File: src/rtl/fix_div_pkg.sv
// fix_div_pkg: shared definitions for the fix_div_hs sign-magnitude divider.
//   - FSM state encoding (IDLE, CALC, RND, DONE)
//   - sizing helpers: iteration count, remainder width, counter width
//   - saturation constant builder (all-ones mask of a given width)
package fix_div_pkg;

  localparam logic [1:0] ST_IDLE = 2'd0;
  localparam logic [1:0] ST_CALC = 2'd1;
  localparam logic [1:0] ST_RND  = 2'd2;
  localparam logic [1:0] ST_DONE = 2'd3;

  // Upper bound for the width of masks produced by sat_f.
  localparam int MAX_W = 256;

  // Number of CALC cycles needed to resolve all N-1+Q quotient bits.
  function automatic int iter_f(input int n, input int q, input int bpc);
    return (n - 1 + q) / bpc;
  endfunction

  // Remainder never exceeds the divisor magnitude, so N bits leave one bit
  // of headroom for the shifted-in dividend bit.
  function automatic int rem_w_f(input int n);
    return n;
  endfunction

  // Width of the iteration down-counter (must hold iter-1).
  function automatic int cnt_w_f(input int iter);
    return (iter > 1) ? $clog2(iter) : 1;
  endfunction

  // All-ones mask of width w, right-aligned in a MAX_W vector.
  function automatic logic [MAX_W-1:0] sat_f(input int w);
    logic [MAX_W-1:0] m;
    m = {MAX_W{1'b0}};
    for (int i = 0; i < MAX_W; i++) begin
      m[i] = (i < w) ? 1'b1 : 1'b0;
    end
    return m;
  endfunction

endpackage

File: src/rtl/fix_div_hs_if.sv
// fix_div_hs_if: operand/result handshake bundle of the fix_div_hs divider.
//   Operand side : i_valid, o_ready, i_dividend, i_divisor, i_round
//   Result side  : o_valid, i_ready, o_quotient_int, o_quotient_frac, o_dbz
//   master = producer/consumer around the divider, slave = the divider.
interface fix_div_hs_if #(
  parameter int N = 33,
  parameter int Q = 33
);
  logic         i_valid;
  logic         o_ready;
  logic [N-1:0] i_dividend;
  logic [N-1:0] i_divisor;
  logic         i_round;
  logic         o_valid;
  logic         i_ready;
  logic [N-1:0] o_quotient_int;
  logic [Q-1:0] o_quotient_frac;
  logic         o_dbz;

  modport master (
    output i_valid, i_dividend, i_divisor, i_round, i_ready,
    input  o_ready, o_valid, o_quotient_int, o_quotient_frac, o_dbz
  );

  modport slave (
    input  i_valid, i_dividend, i_divisor, i_round, i_ready,
    output o_ready, o_valid, o_quotient_int, o_quotient_frac, o_dbz
  );
endinterface

File: src/rtl/fix_div_step.sv
// fix_div_step: one combinational restoring-division step.
//   rem     : current partial remainder (always below div)
//   div     : divisor magnitude
//   nbit    : next dividend bit shifted into the remainder
//   rem_nxt : updated remainder
//   qbit    : resolved quotient bit
module fix_div_step #(
  parameter int W = 33
) (
  input  logic [W-1:0] rem,
  input  logic [W-1:0] div,
  input  logic         nbit,
  output logic [W-1:0] rem_nxt,
  output logic         qbit
);

  logic [W:0] trial_s;

  // Shift in the next bit, subtract the divisor when it fits.
  always_comb begin
    trial_s = {rem, nbit};
    if (trial_s >= {1'b0, div}) begin
      qbit    = 1'b1;
      // The true difference is below div, so the low W bits are exact.
      rem_nxt = trial_s[W-1:0] - div;
    end else begin
      qbit    = 1'b0;
      rem_nxt = trial_s[W-1:0];
    end
  end

endmodule

File: src/rtl/fix_div_hs.sv
// fix_div_hs: iterative sign-magnitude fixed-point divider, BPC quotient bits
// per cycle, optional round-half-up, divide-by-zero saturation.
//   clk, rst_n : clock, asynchronous active-low reset
//   bus        : fix_div_hs_if.slave (operand and result handshakes)
// The dividend magnitude (with Q zero LSBs appended) and the growing quotient
// share one shift register: dividend bits leave at the MSB while quotient
// bits enter at the LSB, so after the last CALC cycle it holds the quotient.
module fix_div_hs
  import fix_div_pkg::*;
#(
  parameter int N   = 33,
  parameter int Q   = 33,
  parameter int BPC = 1
) (
  input  logic         clk,
  input  logic         rst_n,
  fix_div_hs_if.slave  bus
);

  localparam int QW   = N - 1 + Q;
  localparam int ITER = iter_f(N, Q, BPC);
  localparam int RW   = rem_w_f(N);
  localparam int CW   = cnt_w_f(ITER);
  localparam logic [CW-1:0]    CNT_INIT = CW'(ITER - 1);
  localparam logic [MAX_W-1:0] SAT_FULL = sat_f(QW);
  localparam logic [QW-1:0]    SAT_Q    = SAT_FULL[QW-1:0];

  if ((N - 1 + Q) % BPC != 0) begin : g_bpc_check
    $error("fix_div_hs: N-1+Q must be a multiple of BPC");
  end

  logic [1:0]    state_r, state_nxt_s;
  logic [CW-1:0] cnt_r, cnt_nxt_s;
  logic [RW-1:0] rem_r, rem_nxt_s;
  logic [QW-1:0] dq_r, dq_nxt_s;
  logic [RW-1:0] div_r, div_nxt_s;
  logic          sign_r, sign_nxt_s;
  logic          round_r, round_nxt_s;
  logic          ready_r, valid_r, dbz_r;
  logic [N-1:0]  qint_r;
  logic [Q-1:0]  qfrac_r;

  logic          load_s;
  logic [QW-1:0] fin_q_s;
  logic          fin_sign_s, fin_dbz_s, out_sign_s;
  logic [RW-1:0] div_mag_s;
  logic          first_bit_s;
  logic [BPC-1:0] qv_s;
  logic [QW-1:0] dq_shift_s;
  logic [RW-1:0] rem_last_s;
  logic          guard_s;

  assign div_mag_s   = {1'b0, bus.i_divisor[N-2:0]};
  // In RND the guard step shifts in an extended zero instead of a quotient bit.
  assign first_bit_s = (state_r == ST_RND) ? 1'b0 : dq_r[QW-1];

  for (genvar k = 0; k < BPC; k++) begin : g_step
    logic [RW-1:0] rem_prev_s;
    logic [RW-1:0] rem_next_s;
    logic          bit_s;
    if (k == 0) begin : g_first
      assign rem_prev_s = rem_r;
      assign bit_s      = first_bit_s;
    end else begin : g_rest
      assign rem_prev_s = g_step[k-1].rem_next_s;
      assign bit_s      = dq_r[QW-1-k];
    end
    fix_div_step #(.W(RW)) u_step (
      .rem     (rem_prev_s),
      .div     (div_r),
      .nbit    (bit_s),
      .rem_nxt (rem_next_s),
      .qbit    (qv_s[BPC-1-k])
    );
  end

  assign rem_last_s = g_step[BPC-1].rem_next_s;
  assign guard_s    = qv_s[BPC-1];

  if (BPC < QW) begin : g_shift
    assign dq_shift_s = {dq_r[QW-BPC-1:0], qv_s};
  end else begin : g_shift_all
    assign dq_shift_s = qv_s;
  end

  // Next-state, datapath update and final-result selection.
  always_comb begin
    state_nxt_s = state_r;
    cnt_nxt_s   = cnt_r;
    rem_nxt_s   = rem_r;
    dq_nxt_s    = dq_r;
    div_nxt_s   = div_r;
    sign_nxt_s  = sign_r;
    round_nxt_s = round_r;
    load_s      = 1'b0;
    fin_q_s     = dq_r;
    fin_sign_s  = sign_r;
    fin_dbz_s   = 1'b0;
    case (state_r)
      ST_IDLE: begin
        if (bus.i_valid) begin
          sign_nxt_s  = bus.i_dividend[N-1] ^ bus.i_divisor[N-1];
          round_nxt_s = bus.i_round;
          div_nxt_s   = div_mag_s;
          rem_nxt_s   = {RW{1'b0}};
          dq_nxt_s    = {bus.i_dividend[N-2:0], {Q{1'b0}}};
          cnt_nxt_s   = CNT_INIT;
          if (div_mag_s == {RW{1'b0}}) begin
            state_nxt_s = ST_DONE;
            load_s      = 1'b1;
            fin_q_s     = SAT_Q;
            fin_sign_s  = bus.i_dividend[N-1];
            fin_dbz_s   = 1'b1;
          end else begin
            state_nxt_s = ST_CALC;
          end
        end else begin
          state_nxt_s = ST_IDLE;
        end
      end
      ST_CALC: begin
        rem_nxt_s = rem_last_s;
        dq_nxt_s  = dq_shift_s;
        if (cnt_r == {CW{1'b0}}) begin
          if (round_r) begin
            state_nxt_s = ST_RND;
          end else begin
            state_nxt_s = ST_DONE;
            load_s      = 1'b1;
            fin_q_s     = dq_shift_s;
          end
        end else begin
          cnt_nxt_s = cnt_r - CW'(1'b1);
        end
      end
      ST_RND: begin
        state_nxt_s = ST_DONE;
        load_s      = 1'b1;
        if (guard_s) begin
          if (dq_r == SAT_Q) begin
            fin_q_s = dq_r;
          end else begin
            fin_q_s = dq_r + QW'(1'b1);
          end
        end else begin
          fin_q_s = dq_r;
        end
        dq_nxt_s = fin_q_s;
      end
      ST_DONE: begin
        if (bus.i_ready) begin
          state_nxt_s = ST_IDLE;
        end else begin
          state_nxt_s = ST_DONE;
        end
      end
      default: begin
        state_nxt_s = ST_IDLE;
      end
    endcase
  end

  // A zero magnitude never carries a negative sign.
  assign out_sign_s = fin_sign_s & (|fin_q_s);

  // FSM and division datapath registers.
  always_ff @(posedge clk or negedge rst_n) begin
    if (!rst_n) begin
      state_r <= ST_IDLE;
      cnt_r   <= {CW{1'b0}};
      rem_r   <= {RW{1'b0}};
      dq_r    <= {QW{1'b0}};
      div_r   <= {RW{1'b0}};
      sign_r  <= 1'b0;
      round_r <= 1'b0;
    end else begin
      state_r <= state_nxt_s;
      cnt_r   <= cnt_nxt_s;
      rem_r   <= rem_nxt_s;
      dq_r    <= dq_nxt_s;
      div_r   <= div_nxt_s;
      sign_r  <= sign_nxt_s;
      round_r <= round_nxt_s;
    end
  end

  // Registered handshake flags and result hold registers.
  always_ff @(posedge clk or negedge rst_n) begin
    if (!rst_n) begin
      ready_r <= 1'b1;
      valid_r <= 1'b0;
      dbz_r   <= 1'b0;
      qint_r  <= {N{1'b0}};
      qfrac_r <= {Q{1'b0}};
    end else begin
      ready_r <= (state_nxt_s == ST_IDLE);
      valid_r <= (state_nxt_s == ST_DONE);
      if (load_s) begin
        dbz_r   <= fin_dbz_s;
        qint_r  <= {out_sign_s, fin_q_s[QW-1:Q]};
        qfrac_r <= fin_q_s[Q-1:0];
      end else begin
        dbz_r   <= dbz_r;
        qint_r  <= qint_r;
        qfrac_r <= qfrac_r;
      end
    end
  end

  assign bus.o_ready         = ready_r;
  assign bus.o_valid         = valid_r;
  assign bus.o_dbz           = dbz_r;
  assign bus.o_quotient_int  = qint_r;
  assign bus.o_quotient_frac = qfrac_r;

endmodule

File: src/flat_wrapper.sv
// flat-port wrapper written by rule: the top's interface ports become plain ports
module fix_div_hs_flat import fix_div_pkg::*;
#(
  parameter int N   = 33,
  parameter int Q   = 33,
  parameter int BPC = 1
)
  (clk, rst_n, bus_i_valid, bus_i_dividend, bus_i_divisor, bus_i_round, bus_i_ready, bus_o_ready, bus_o_valid, bus_o_quotient_int, bus_o_quotient_frac, bus_o_dbz);
  fix_div_hs_if #(.N(N), .Q(Q)) bus_i ();
  input  logic clk;
  input  logic rst_n;
  input wire logic [$bits(bus_i.i_valid)-1:0] bus_i_valid;
  input wire logic [$bits(bus_i.i_dividend)-1:0] bus_i_dividend;
  input wire logic [$bits(bus_i.i_divisor)-1:0] bus_i_divisor;
  input wire logic [$bits(bus_i.i_round)-1:0] bus_i_round;
  input wire logic [$bits(bus_i.i_ready)-1:0] bus_i_ready;
  output wire logic [$bits(bus_i.o_ready)-1:0] bus_o_ready;
  output wire logic [$bits(bus_i.o_valid)-1:0] bus_o_valid;
  output wire logic [$bits(bus_i.o_quotient_int)-1:0] bus_o_quotient_int;
  output wire logic [$bits(bus_i.o_quotient_frac)-1:0] bus_o_quotient_frac;
  output wire logic [$bits(bus_i.o_dbz)-1:0] bus_o_dbz;
  assign bus_i.i_valid = bus_i_valid;
  assign bus_i.i_dividend = bus_i_dividend;
  assign bus_i.i_divisor = bus_i_divisor;
  assign bus_i.i_round = bus_i_round;
  assign bus_i.i_ready = bus_i_ready;
  assign bus_o_ready = bus_i.o_ready;
  assign bus_o_valid = bus_i.o_valid;
  assign bus_o_quotient_int = bus_i.o_quotient_int;
  assign bus_o_quotient_frac = bus_i.o_quotient_frac;
  assign bus_o_dbz = bus_i.o_dbz;
  fix_div_hs #(.N(N), .Q(Q), .BPC(BPC)) u_core (.clk(clk), .rst_n(rst_n), .bus(bus_i));
endmodule
File: config.mk
export PLATFORM = sky130hd
export DESIGN_NAME = fix_div_hs_flat
export DESIGN_NICKNAME = d
export VERILOG_FILES = /design/src/rtl/fix_div_pkg.sv /design/src/rtl/fix_div_hs_if.sv /design/src/rtl/fix_div_step.sv /design/src/rtl/fix_div_hs.sv /design/src/flat_wrapper.sv
export SDC_FILE = /design/constraint.sdc
export NUM_CORES = 1
export LEC_CHECK = 0
export BUFFER_PORTS_ARGS = -buffer_cell sky130_fd_sc_hd__buf_2
export CORE_UTILIZATION = 55
export CTS_BUF_LIST = sky130_fd_sc_hd__clkbuf_4
export DETAILED_ROUTE_END_ITERATION = 8
export PLACE_DENSITY = 0.73
export SYNTH_ARGS = -nofsm -noshare
export SYNTH_HDL_FRONTEND = slang
export SYNTH_SLANG_ARGS = --single-unit
File: constraint.sdc
create_clock -name clk -period 12.55 [get_ports clk]
set_input_delay 3.765 -clock clk [delete_from_list [all_inputs] [get_ports clk]]
set_output_delay 3.765 -clock clk [all_outputs]
set_load 0.05 [all_outputs]
==> results.json <==
{
  "outcome": "finished, final reports clean",
  "final_util_pct": 61.41,
  "cts.sinks": 210,
  "met1_usage_pct": 60.45,
  "grtUsageMet2_pct": 59.60,
  "synth.most_common_cell": "nand2_1",
  "h-tree-depth": 2,
  "finalSetupTns_ns": 0,
  "slew_violations": 0,
  "drive_gt1_share_pct": 16.66,
  "core.rowCount": 61,
  "crit_fanout": 23,
  "reg2reg_slack_ns": 5.89,
  "fin_area_um2": 17060,
  "met3_usage_pct": 9.930,
  "grt_pass1_wl_um": 92780,
  "critPathArrivalTime_ns": 7.78,
  "syn-num-nets": 2079,
  "vias_per_cell": 6.828,
  "relSlewSlack_pct": 17.85,
  "power.leakage_nw": 7.123,
  "final_nets": 2128,
  "yosysTopAreaCell": "dfrtp_1",
  "tightest_slew_ns": 1.229,
  "grt_pass1_vias": 15070,
  "place_ws_ns": 4.717,
  "multi_input_area_um2": 9370,
  "min_to": "u_core.bus.o_quotient_frac[21]$_DFFE_PN0P_",
  "drcViolationCount": 0,
  "drt-pass1-iter-count": 8,
  "hold_path_class": "reg2reg",
  "critPathRequiredTime_ns": 13.16,
  "endpoint_kind": "flip-flop",
  "setup_slack_ns": 5.379,
  "holdBufCountCts": 0,
  "start_util_pct": 56.01,
  "routed_wl_um": 61580,
  "synth-async-reset-ratio_pct": 100.0,
  "maxCapViolCount": 0,
  "cts_resized": 0,
  "via_count": 16720,
  "period_needed_ns": 7.171,
  "dieHeight_um": 170.2,
  "seqCellArea_um2": 5256,
  "hold_viol_final": 0,
  "synth-main-ff-cell": "dfrtp_1",
  "skew_ns": 0.08423,
  "max_freq_ghz": 0.1394,
  "path_class": "in2reg",
  "cts_made_buffers": 58,
  "netlist_top_cells_count": "241 x nand2_1, 209 x dfrtp_1, 198 x o21ai_0, 171 x a21oi_1, 151 x nor2_1",
  "hold_depth": 1,
  "post-cts-setup-buffer-count": 0,
  "clockBufferDepth": 3,
  "area_growth_pct": 9.632,
  "synth_top_cell_area_share_pct": 33.61,
  "gp_congestion": 1.019,
  "dp_hpwl_um": 42900,
  "ys_ff_latch": 210,
  "avgSynthCellArea_um2": 7.903,
  "synth.distinct_cells": 94,
  "power.density_nw_per_um2": 295.8,
  "cts_root_buf": "clkbuf_4",
  "crit_path_start_kind": "input pin",
  "port_buffers": 139,
  "grt_max_degree": 93,
  "drt-initial-drc-count": 2304,
  "synth_cells": 1969,
  "top_usage_layer": "met1",
  "period_share_pct": 57.14,
  "cts_tree": "yes",
  "rsz0062_at_grt": "no",
  "synth-seq-area-share_pct": 33.78,
  "yosys_warnings": 0,
  "fillCellCount": 2610,
  "cts.reportedPaths.clkPinSlew_ns": 0.07,
  "clock_latency_ns": 0.74,
  "synth_area_um2": 15560,
  "dieWidth_um": 170.2,
  "dieArea_um2": 28970,
  "synth_edf_count": 0,
  "overflow": 0,
  "r2r_start": "u_core.state_r[0]$_DFF_PN0_",
  "setup_violations": 0,
  "r2r-end": "u_core.bus.o_quotient_int[32]$_DFFE_PN0P_",
  "track_usage_pct": 42.33,
  "ys_top_cells_by_area": "dfrtp_1 34%, o21ai_0 6.4%, nand2_1 5.8%",
  "core-area_um2": 27780,
  "routedWlPerCell_um": 25.16,
  "irDropWorstVdd_v": 0.0002696,
  "antenna_found_initial": 5,
  "ios": 140,
  "detail-route-antenna-nets": 0,
  "placed_cell_area_um2": 16270,
  "min_from": "u_core.bus.o_quotient_frac[21]$_DFFE_PN0P_",
  "reg2regPathDepth": 19
}
==> critical path, stage by stage <==
cell       delay, ns
buf_2           0.09
nor4_1          0.05
nand3_1         0.23
or4_1           0.61
and2_1          0.87
o21ai_0         0.31
or4_1           0.54
a221o_1         0.39
a2111oi_0       0.43
nand4_1         0.15
nor4_1          0.22
a21oi_1         0.11
==> routing by layer <==
metal	vias to the layer above	part of all wire, %
met4	2	5.3
met1	7934	42
li1	7396	-
met3	220	12
met2	1164	41
met5	-	0.12
==> state kept, by name (all words and copies together), names as in the netlist <==
register,count
u_core.bus.o_dbz,1
u_core.bus.o_quotient_frac,33
u_core.bus.o_quotient_int,33
u_core.bus.o_ready,1
u_core.bus.o_valid,1
u_core.cnt_r,7
u_core.div_r,32
u_core.dq_r,65
u_core.g_step.rem_prev_s,33
u_core.round_r,1
u_core.sign_r,1
u_core.state_r,2
==> per-stage QoR <==
stage	power [W]	hold WS (ns)	instances
after global placement	0.004232	0.4695	2336
final	0.005047	0.4933	2448
after detailed placement	0.004289	0.4870	2336
after floorplan	0.003407	0.4496	1969
after CTS	0.004963	0.5012	2443
after global routing	0.005357	0.5238	2447
==> placed cells by master (no fill, tap or decap), types with 8 or more instances in the layout <==
cell,count
mux2_2,44
buf_4,27
o21a_1,20
a22o_1,9
buf_2,138
or3_1,15
nand2_1,239
nand2b_1,13
or4_1,11
o211a_1,9
o21ai_0,198
a21o_1,28
nand3_1,51
o22ai_1,9
and2_1,13
and4_1,8
a221oi_1,33
a32oi_1,8
a21oi_1,170
inv_1,67
and3_1,19
nor3_1,50
nor4_1,27
clkbuf_4,85
o31ai_1,16
o211ai_1,20
mux2i_1,8
nor2b_1,10
a221o_1,13
a211oi_1,15
nand4_1,26
a22oi_1,15
xor2_1,17
xnor2_1,41
a31oi_1,33
dfrtp_1,209
ha_1,36
nor2_1,150
clkinv_1,16
==> report_power, final <==
group	internal, W	switching, W
clock	0.000352	0.000316
combinational	0.00101	0.00207
sequential	0.000956	0.000343
total	0.00232	0.00273
==> worst max path at each step <==
| stage | startpoint | to | depth (start not counted) | slack (ns) |
|---|---|---|---|---|
| after detailed placement | bus_i_divisor[25] | u_core.bus.o_quotient_int[32]$_DFFE_PN0P_ | 12 | 4.72 |
| after global placement | bus_i_divisor[23] | u_core.bus.o_quotient_int[32]$_DFFE_PN0P_ | 12 | 5.01 |
| after global routing | bus_i_divisor[25] | u_core.bus.o_quotient_int[32]$_DFFE_PN0P_ | 12 | 5.22 |
| after floorplan | bus_i_divisor[9] | u_core.bus.o_quotient_int[32]$_DFFE_PN0P_ | 12 | 6.27 |
| final | bus_i_divisor[25] | u_core.bus.o_quotient_int[32]$_DFFE_PN0P_ | 12 | 5.38 |
| after CTS | bus_i_divisor[25] | u_core.bus.o_quotient_int[32]$_DFFE_PN0P_ | 12 | 5.44 |
==> final cells by class <==
type	instances	share of cell area [%]
timing repair buffer	166	5.325
tap	378	2.772
clock buffer	85	3.740
antenna	5	0.07334
multi-input combinational	1513	54.92
inverter	69	1.518
sequential	210	30.81
clock inverter	22	0.8361
==> cells by family after synthesis <==
kind of cell             after synthesis  share of synthesized area (%)
AO/OA/AOI/OAI                        695                          29.14
AND/OR/NAND/NOR                      669                          20.55
buffers and inverters                246                          6.384
flip-flops                           210                          33.78
XOR/XNOR                              58                          3.264
multiplexers                          52                          3.699
adder cells (fa/ha/maj)               39                          3.184
Power figures use the tool's default switching activity.
